$ cat config.mk
export PLATFORM = sky130hd
export DESIGN_NAME = ls148_code_decoder
export DESIGN_NICKNAME = d
export VERILOG_FILES = /design/src/rtl/ls148_pkg.sv /design/src/rtl/ls148_stab_filter.sv /design/src/rtl/ls148_code_decoder.sv
export SDC_FILE = /design/constraint.sdc
export NUM_CORES = 1
export LEC_CHECK = 0
export ABC_AREA = 0
export CAP_MARGIN = 25
export CORE_ASPECT_RATIO = 1.4
export CORE_UTILIZATION = 45
export DETAILED_ROUTE_END_ITERATION = 10
export MAX_ROUTING_LAYER = met4
export PLACE_DENSITY = 0.68
export SLEW_MARGIN = 30
export SYNTH_ARGS = -nofsm -noshare
export SYNTH_HDL_FRONTEND = slang
export SYNTH_HIERARCHICAL = 1
export SYNTH_SLANG_ARGS = --single-unit
$ cat constraint.sdc
create_clock -name clk -period 2 [get_ports clk]
set_input_delay 0.4 -clock clk [delete_from_list [all_inputs] [get_ports clk]]
set_output_delay 0.4 -clock clk [all_outputs]
set_load 0.1 [all_outputs]
$ cat src/rtl/ls148_pkg.sv
// Shared definitions for the 74LS148 receive path.
// Provides line-count/code-width constants, the idle line image, an
// active-low one-hot decoder and a lowest-set-bit finder for the pending vector.
package ls148_pkg;

  localparam int LS148_LINES  = 8;
  localparam int LS148_CODE_W = 3;

  localparam logic [LS148_LINES-1:0] LS148_IDLE_LINES = 8'hFF;

  typedef struct packed {
    logic                    found;
    logic [LS148_CODE_W-1:0] idx;
  } lowest_t;

  // Active-low one-hot image of a 3-bit code.
  function automatic logic [LS148_LINES-1:0] onehot_n(input logic [LS148_CODE_W-1:0] code);
    return ~(8'b1 << code);
  endfunction

  // Lowest-index set bit; scanning downward lets the lowest index win.
  function automatic lowest_t lowest_set(input logic [LS148_LINES-1:0] vec);
    lowest_t r;
    r.found = 1'b0;
    r.idx   = '0;
    for (int i = LS148_LINES - 1; i >= 0; i--) begin
      if (vec[i]) begin
        r.found = 1'b1;
        r.idx   = LS148_CODE_W'(i);
      end
    end
    return r;
  endfunction

endpackage

$ cat src/rtl/ls148_stab_filter.sv
// Stability filter for the encoder sample.
// Registers din every clock, counts consecutive identical samples (saturating
// at STABLE_CYCLES), and flags the first qualified cycle of each stable episode.
// Ports:
//   clk, rst_n  clock, synchronous active-low reset
//   din         raw input word
//   sample      registered copy of din
//   qual        sample has been identical for STABLE_CYCLES samples
//   fresh       first cycle of qual within the current stable episode
module ls148_stab_filter #(
  parameter int               STABLE_CYCLES = 2,
  parameter int               WIDTH         = 4,
  parameter logic [WIDTH-1:0] RST_VAL       = '1
) (
  input  logic             clk,
  input  logic             rst_n,
  input  logic [WIDTH-1:0] din,
  output logic [WIDTH-1:0] sample,
  output logic             qual,
  output logic             fresh
);

  localparam logic [3:0] CNT_MAX = 4'(STABLE_CYCLES);

  logic [3:0] cnt;
  logic       qual_d;
  logic       same;

  assign same  = (din == sample);
  assign qual  = (cnt == CNT_MAX);
  // qual_d is only high when the previous cycle was qualified on this same
  // sample, so any change (or loss of qualification) re-arms the event.
  assign fresh = qual & ~qual_d;

  always_ff @(posedge clk) begin
    if (!rst_n) begin
      sample <= RST_VAL;
      cnt    <= 4'd0;
      qual_d <= 1'b0;
    end else begin
      sample <= din;
      if (same) begin
        cnt <= (cnt == CNT_MAX) ? CNT_MAX : cnt + 4'd1;
      end else begin
        cnt <= 4'd1;
      end
      qual_d <= qual & same;
    end
  end

endmodule

$ cat src/rtl/ls148_code_decoder.sv
// Receive side of an 8-line priority-encoder interface.
// Debounces {gs_n,a}, latches each newly stable request into a pending vector
// and hands indices out one at a time over valid/ready, lowest index first.
// Ports:
//   clk, rst_n   clock, synchronous active-low reset
//   a, gs_n, eo  encoder code, group-select (low = active), enable-out
//   line_n       registered active-low one-hot of the stable code (FF = idle)
//   out_valid    an index is presented in the output slot
//   out_idx      presented index
//   out_ready    consumer accepts out_idx
//   idle_o       qualified, registered ~eo
//   ovf          sticky: request arrived for an index already pending or in slot
module ls148_code_decoder
  import ls148_pkg::*;
#(
  parameter int STABLE_CYCLES = 2
) (
  input  logic                    clk,
  input  logic                    rst_n,
  input  logic [LS148_CODE_W-1:0] a,
  input  logic                    gs_n,
  input  logic                    eo,
  output logic [LS148_LINES-1:0]  line_n,
  output logic                    out_valid,
  output logic [LS148_CODE_W-1:0] out_idx,
  input  logic                    out_ready,
  output logic                    idle_o,
  output logic                    ovf
);

  logic [LS148_CODE_W:0]   samp;
  logic                    s_gs_n;
  logic [LS148_CODE_W-1:0] s_a;
  logic                    qual;
  logic                    fresh;
  logic                    evt;
  logic                    eo_s;
  logic [LS148_LINES-1:0]  pending;
  logic [LS148_LINES-1:0]  pending_nxt;
  lowest_t                 low;
  logic                    load;
  logic                    ovf_hit;

  ls148_stab_filter #(
    .STABLE_CYCLES (STABLE_CYCLES),
    .WIDTH         (LS148_CODE_W + 1),
    .RST_VAL       ('1)
  ) u_filt (
    .clk    (clk),
    .rst_n  (rst_n),
    .din    ({gs_n, a}),
    .sample (samp),
    .qual   (qual),
    .fresh  (fresh)
  );

  assign s_gs_n = samp[LS148_CODE_W];
  assign s_a    = samp[LS148_CODE_W-1:0];
  assign evt    = fresh & ~s_gs_n;

  assign low  = lowest_set(pending);
  assign load = ~out_valid | out_ready;

  // A slot occupant that is being accepted this cycle is not a collision.
  assign ovf_hit = evt & (pending[s_a] | (out_valid & (out_idx == s_a) & ~out_ready));

  // Clear for the slot load first, then the event set, so a same-bit
  // arrival survives the clear.
  always_comb begin
    pending_nxt = pending;
    if (load && low.found) begin
      pending_nxt[low.idx] = 1'b0;
    end
    if (evt) begin
      pending_nxt[s_a] = 1'b1;
    end
  end

  always_ff @(posedge clk) begin
    if (!rst_n) begin
      eo_s      <= 1'b1;
      pending   <= '0;
      line_n    <= LS148_IDLE_LINES;
      idle_o    <= 1'b0;
      ovf       <= 1'b0;
      out_valid <= 1'b0;
      out_idx   <= '0;
    end else begin
      eo_s    <= eo;
      pending <= pending_nxt;
      if (qual) begin
        line_n <= s_gs_n ? LS148_IDLE_LINES : onehot_n(s_a);
        idle_o <= ~eo_s;
      end
      if (ovf_hit) begin
        ovf <= 1'b1;
      end
      if (load) begin
        if (low.found) begin
          out_valid <= 1'b1;
          out_idx   <= low.idx;
        end else begin
          out_valid <= 1'b0;
        end
      end
    end
  end

endmodule

==> results.sh, run 1 <==
export IMPL_wl_per_cell_um=14.5
export IMPL_hold_viol_final=0
export IMPL_grt_first_pass_wirelength_um=5580
export IMPL_track_usage=0.229
export IMPL_p_leak_nw=0.702
export IMPL_hold_ws_ns=0.410
export IMPL_clock_skew_ns=0.00472
export IMPL_synthFlopType="dfxtp_1"
export IMPL_ys_ff_latch=32
export IMPL_synth_cells=163
export IMPL_numCtsBuffers=5
export IMPL_postCtsHoldBufs=0
export IMPL_io_buffers=21
export IMPL_combPwrFrac=0.050
export IMPL_grt_max_degree=21
export IMPL_synth_yosys_seq_area_share=0.446
export IMPL_status="finished clean"
export IMPL_ir_drop_v=0.000472
export IMPL_antenna_cells=0
export IMPL_hold_class="reg2reg"
export IMPL_path_clk_slew_ns=0.07
export IMPL_fin_nets=198
export IMPL_synth_edf_count=0
export IMPL_drive_gt1_frac=0.175
export IMPL_async_flop_share=0
export IMPL_drt_iter0_markers=49
export IMPL_ctsResizeCount=0
export IMPL_num_vias=1264
export IMPL_placed_cell_area_sq_um=1660
export IMPL_dp_hpwl_um=2410
export IMPL_drtAntennaViolNets=0
export IMPL_power_density_nw_per_um2=784
export IMPL_start_util=0.485
export IMPL_max_slew_margin_rel=0.633
export IMPL_htree_levels=2
export IMPL_viasPerCell=5.59
export IMPL_crit_fanout=7
export IMPL_row_count=23
export IMPL_cp_arrival_ns=1.84
export IMPL_num_io_pins=22
export IMPL_drc_errors=0
export IMPL_cts_sinks=32
export IMPL_crit_required_ns=2.18
export IMPL_cts_buffer_depth=2
export IMPL_core_sq_um=2960
export IMPL_p_clk_frac=0.478
export IMPL_critPathCaptureType="flip-flop"
export IMPL_grt_pass1_vias=1233
export IMPL_die_area_sq_um=3430
export IMPL_setup_viol=0
export IMPL_slew_viol_final=0
export IMPL_ys_warn_count=6
export IMPL_final_area_sq_um=1780
export IMPL_cts_root_buf="clkbuf_8"
export IMPL_rsz0062_at_grt="false"
export IMPL_drv_cap=0
export IMPL_intPower_mw=1.12
export IMPL_fin_crit_sh=0.831
export IMPL_worstSkewPairLatency_ns=0.28
export IMPL_path_class="reg2reg"
export IMPL_worst_pin_slew_ns=0.548
export IMPL_overflow=0
export IMPL_fin_util=0.602
export IMPL_cts_tree="yes"
export IMPL_syn_area_sq_um=1440
export IMPL_dp_cells=218
export IMPL_post_cts_buffers=0
export IMPL_avgSynthCellArea_sq_um=8.82
export IMPL_fmax_ghz=0.602
export IMPL_synth_cell_type_count=38
export IMPL_fp_dieW_um=49.8
export IMPL_final_cells=226
export IMPL_die_h_um=68.9
export IMPL_power_switching_uw=280
export IMPL_p_seq_frac=0.472
export IMPL_firstDrtPassIters=4
export IMPL_finalSetupTns_ns=0
export IMPL_syn_nets=173
export IMPL_layout_min_cycle_time_ns=1.66
export IMPL_antenna_found_initial=0
export IMPL_gp_congestion=0.927
export IMPL_area_growth_pct=24.1
export IMPL_p_sw_frac=0.201
export IMPL_cp_start_kind="flip-flop"
export IMPL_finalWirelength_um=3280
layout by cell type (no fill, tap or decap), drive strengths merged, types with 2 or more instances in the layout:
cell / count
xnor2: 5
nor2: 14
nand3: 8
dfxtp: 32
nor2b: 6
xor2: 4
a31oi: 2
clkdlybuf4s50: 7
a21oi: 8
nand4: 5
or4: 2
a32oi: 2
clkbuf: 7
o21ai: 13
a211oi: 3
nor4: 2
mux2i: 2
a311oi: 2
buf: 19
nand2: 15
o21a: 2
nor3: 6
nand2b: 6
inv: 6
ha: 2
power groups by stage:
stage               clock, mW  sequential (mW)  combinational, mW
floorplan                   0            0.669             0.0421
global placement            0            0.674             0.0680
global route            0.702            0.661             0.0762
detailed placement          0            0.674             0.0695
finish                  0.668            0.660             0.0697
CTS                     0.679            0.660             0.0699
synthesized netlist by cell type, drive strengths merged (3+ instances only):
library cell | instances | area, sq um
nor3 | 6 | 30.0
xnor2 | 5 | 43.8
a21oi | 8 | 40.0
nand2b | 6 | 37.5
nand2 | 15 | 56.3
nand4 | 5 | 37.5
nor2 | 14 | 55.1
a211oi | 3 | 22.5
nand3 | 8 | 40.0
clkbuf | 6 | 22.5
inv | 6 | 22.5
nor2b | 6 | 37.5
xor2 | 4 | 35.0
dfxtp | 32 | 641
o21ai | 13 | 76.3
metrics by stage:
step | power, mW | setup slack (ns)
finish | 1.40 | 0.338
global route | 1.44 | 0.244
CTS | 1.41 | 0.344
detailed placement | 0.744 | 0.143
global placement | 0.742 | 0.169
floorplan | 0.711 | 0.136
metal layers:
metal  share of wire  track usage
met2            0.54        0.426
met3           0.053       0.0658
met4           0.014       0.0857
met1            0.39        0.227
met5               0            -
kinds of logic (layout without fill, tap and decap cells):
logic type	Yosys count	count (layout)	share of synthesized area
AOI/OAI and AO/OA	36	36	0.166
xor gates and xnor gates	9	9	0.0548
adders and majority gates	2	2	0.0174
buffers and inverters	14	40	0.0426
DFF	32	32	0.446
muxes	3	3	0.0296
and+or+nand+nor	67	67	0.244
critical path, cell delays in order (launching register included):
cell and delay, ns:
dfxtp_1 0.39, or4_1 0.72, nor2_2 0.16, a31oi_1 0.10
a31o_1 0.19
layout make-up:
type                       instances  area [sq um]
clock buffer                       7          96.3
timing repair buffer              26           213
multi-input combinational        117           736
tap                               37          46.3
sequential                        32           641
fill                             272          1180
inverter                           6          22.5
clock inverter                     1          30.0
state kept, by name, indices dropped and copies added, names as in the netlist:
signal	count
line_n	8
pending	8
u_filt/cnt	4
u_filt/sample	4
out_idx	3
eo_s	1
idle_o	1
out_valid	1
ovf	1
u_filt/qual_d	1
worst paths after layout:
path               from    endpoint  slack (ns)  cells past startpoint
max          pending[0]  pending[6]        0.34                      4
min                eo_s      idle_o        0.41                      1
max reg2reg  pending[0]  pending[6]        0.34                      4
min reg2reg        eo_s      idle_o        0.41                      1
Note: power is estimated with default switching activity, not from simulation.
==> run 2: changes to the inputs <==
Settings changed: PLACE_DENSITY 0.68 to 0.71.
Clock period 2 ns to 1.5 ns, I/O delays scaled along.
==> run 2 against run 1 <==
  * Maximum frequency is 13% higher
  * Setup slack worse by 0.30 ns
  * Sequential power is 33% higher
==> results.sh, run 2 (synthesized netlist as in run 1, its figures left out) <==
export IMPL_grt_first_pass_wirelength_um=6270
export IMPL_finalWorstSetupSlack_ns=0.0334
export IMPL_hold_class="reg2reg"
export IMPL_hold_viol_final=0
export IMPL_grt_pass1_vias=1388
export IMPL_die_area_sq_um=3430
export IMPL_layout_common_cells="29 x buf_4, 23 x dfxtp_1, 14 x nand2_1, 14 x buf_12, 11 x nor2_1"
export IMPL_io_buffers=21
export IMPL_postCtsHoldBufs=0
export IMPL_antenna_found_initial=0
export IMPL_placed_cell_area_sq_um=2010
export IMPL_layout_commonest_cell="buf_4"
export IMPL_worstSkewPairLatency_ns=0.29
export IMPL_ir_drop_v=0.000945
export IMPL_drv_cap=0
export IMPL_drive_gt1_frac=0.377
export IMPL_holdPathEnd="idle_o"
export IMPL_timing_rr_start="u_filt/cnt[0]"
export IMPL_slew_viol_final=0
export IMPL_max_stage_delay_ns=0.33
export IMPL_finalPower_mw=1.83
export IMPL_overflow=0
export IMPL_fmax_ghz=0.682
export IMPL_layout_min_cycle_time_ns=1.47
export IMPL_gp_congestion=0.891
export IMPL_drtAntennaViolNets=0
export IMPL_die_h_um=68.9
export IMPL_setup_viol=0
export IMPL_fin_nets=224
export IMPL_cpMaxStageDelayCell="dfxtp_2"
export IMPL_startpoint="u_filt/cnt[0]"
export IMPL_cts_tree="yes"
export IMPL_antenna_cells=0
export IMPL_wl_per_cell_um=15.4
export IMPL_hp_start="eo_s"
export IMPL_cp_arrival_ns=1.68
export IMPL_track_usage=0.257
export IMPL_critPathTopFamily="simple AND/OR/NAND/NOR gates"
export IMPL_crit_chain="inv_2, ha_4, nand2_4, nor2_4, and3b_2, nand4_1, a21boi_2, a31oi_1"
export IMPL_grt_max_degree=21
export IMPL_area_growth_pct=54.3
export IMPL_cts_sinks=32
export IMPL_power_density_nw_per_um2=823
export IMPL_hold_ws_ns=0.449
export IMPL_hold_depth=1
export IMPL_cp_start_kind="flip-flop"
export IMPL_rr_endpoint="pending[7]"
export IMPL_crit_required_ns=1.72
export IMPL_core_sq_um=2960
export IMPL_start_util=0.485
export IMPL_dp_hpwl_um=2850
export IMPL_status="finished clean"
export IMPL_p_leak_nw=0.884
export IMPL_max_slew_margin_rel=0.740
export IMPL_num_vias=1368
export IMPL_drt_iter0_markers=51
export IMPL_numCtsBuffers=5
export IMPL_htree_levels=2
export IMPL_pre_cts_ws_ns=-0.201
export IMPL_row_count=23
export IMPL_cts_root_buf="clkbuf_8"
export IMPL_r2r_slack_ns=0.03
export IMPL_critPathCaptureType="flip-flop"
export IMPL_clock_skew_ns=0.00330
export IMPL_viasPerCell=5.43
export IMPL_num_io_pins=22
export IMPL_reg2reg_depth=8
export IMPL_drc_errors=0
export IMPL_fin_crit_sh=0.978
export IMPL_finalSetupTns_ns=0
export IMPL_cts_buffer_depth=2
export IMPL_fp_dieW_um=49.8
export IMPL_final_area_sq_um=2220
export IMPL_crit_fanout=4
export IMPL_firstDrtPassIters=4
export IMPL_finalWirelength_um=3870
export IMPL_reg_largest_list="line_n: 8 flops, pending: 8 flops"
export IMPL_path_class="reg2reg"
export IMPL_path_clk_slew_ns=0.07
export IMPL_crit_buf_inv=1
export IMPL_worst_pin_slew_ns=0.390
==> run 2: power by group <==
group,internal [mW],switching (mW)
Clock,0.491,0.332
Sequential,0.861,0.0154
Combinational,0.0648,0.0622
==> run 2: layer usage <==
| metal | GRT usage | vias up | share of wire |
|---|---|---|---|
| li1 | - | 676 | - |
| met2 | 0.456 | 41 | 0.54 |
| met1 | 0.249 | 639 | 0.40 |
| met3 | 0.0658 | 12 | 0.038 |
| met4 | 0.164 | 0 | 0.029 |
| met5 | - | - | 0 |
==> run 2: how the worst max path moves through the flow <==
stage / to / slack (ns) / depth (start not counted)
after global placement: out_idx[1] / -0.18 / 5
after floorplan: line_n[6] / -0.006 / 9
after CTS: out_idx[0] / 0.006 / 5
final: pending[7] / 0.03 / 8
after detailed placement: out_idx[1] / -0.20 / 5
after global routing: pending[7] / -0.06 / 8
==> run 2: area by class of cell <==
cell class	instances	area [sq um]
repair buffers	52	591
clock inverters	3	42.5
flip-flops and latches	32	652
well taps	37	46.3
fillers	219	746
multi-input cells	117	792
inverters	6	26.3
clock buffers	5	68.8
==> run 2: stage by stage <==
stage               instances  utilization
detailed placement        241        0.679
finish                    252        0.748
global route              252        0.748
global placement          241        0.679
floorplan                 163            -
CTS                       249        0.719
==> run 2: repair_timing <==
item,4_1_cts,5_1_grt
setup endpoints to repair,7,14
buffers inserted,0,3
pin swaps,1,6
gates cloned,0,0
gates resized for setup,2,21
endpoints found under the hold margin,0,0
==> run 2: worst reg2reg max path, cell delays in order, from the launching register on <==
cell and delay (ns):
dfxtp_2 0.33, inv_2 0.06, ha_4 0.14, nand2_4 0.07, nor2_4 0.13, and3b_2 0.24
nand4_1 0.11, a21boi_2 0.18, a31oi_1 0.13
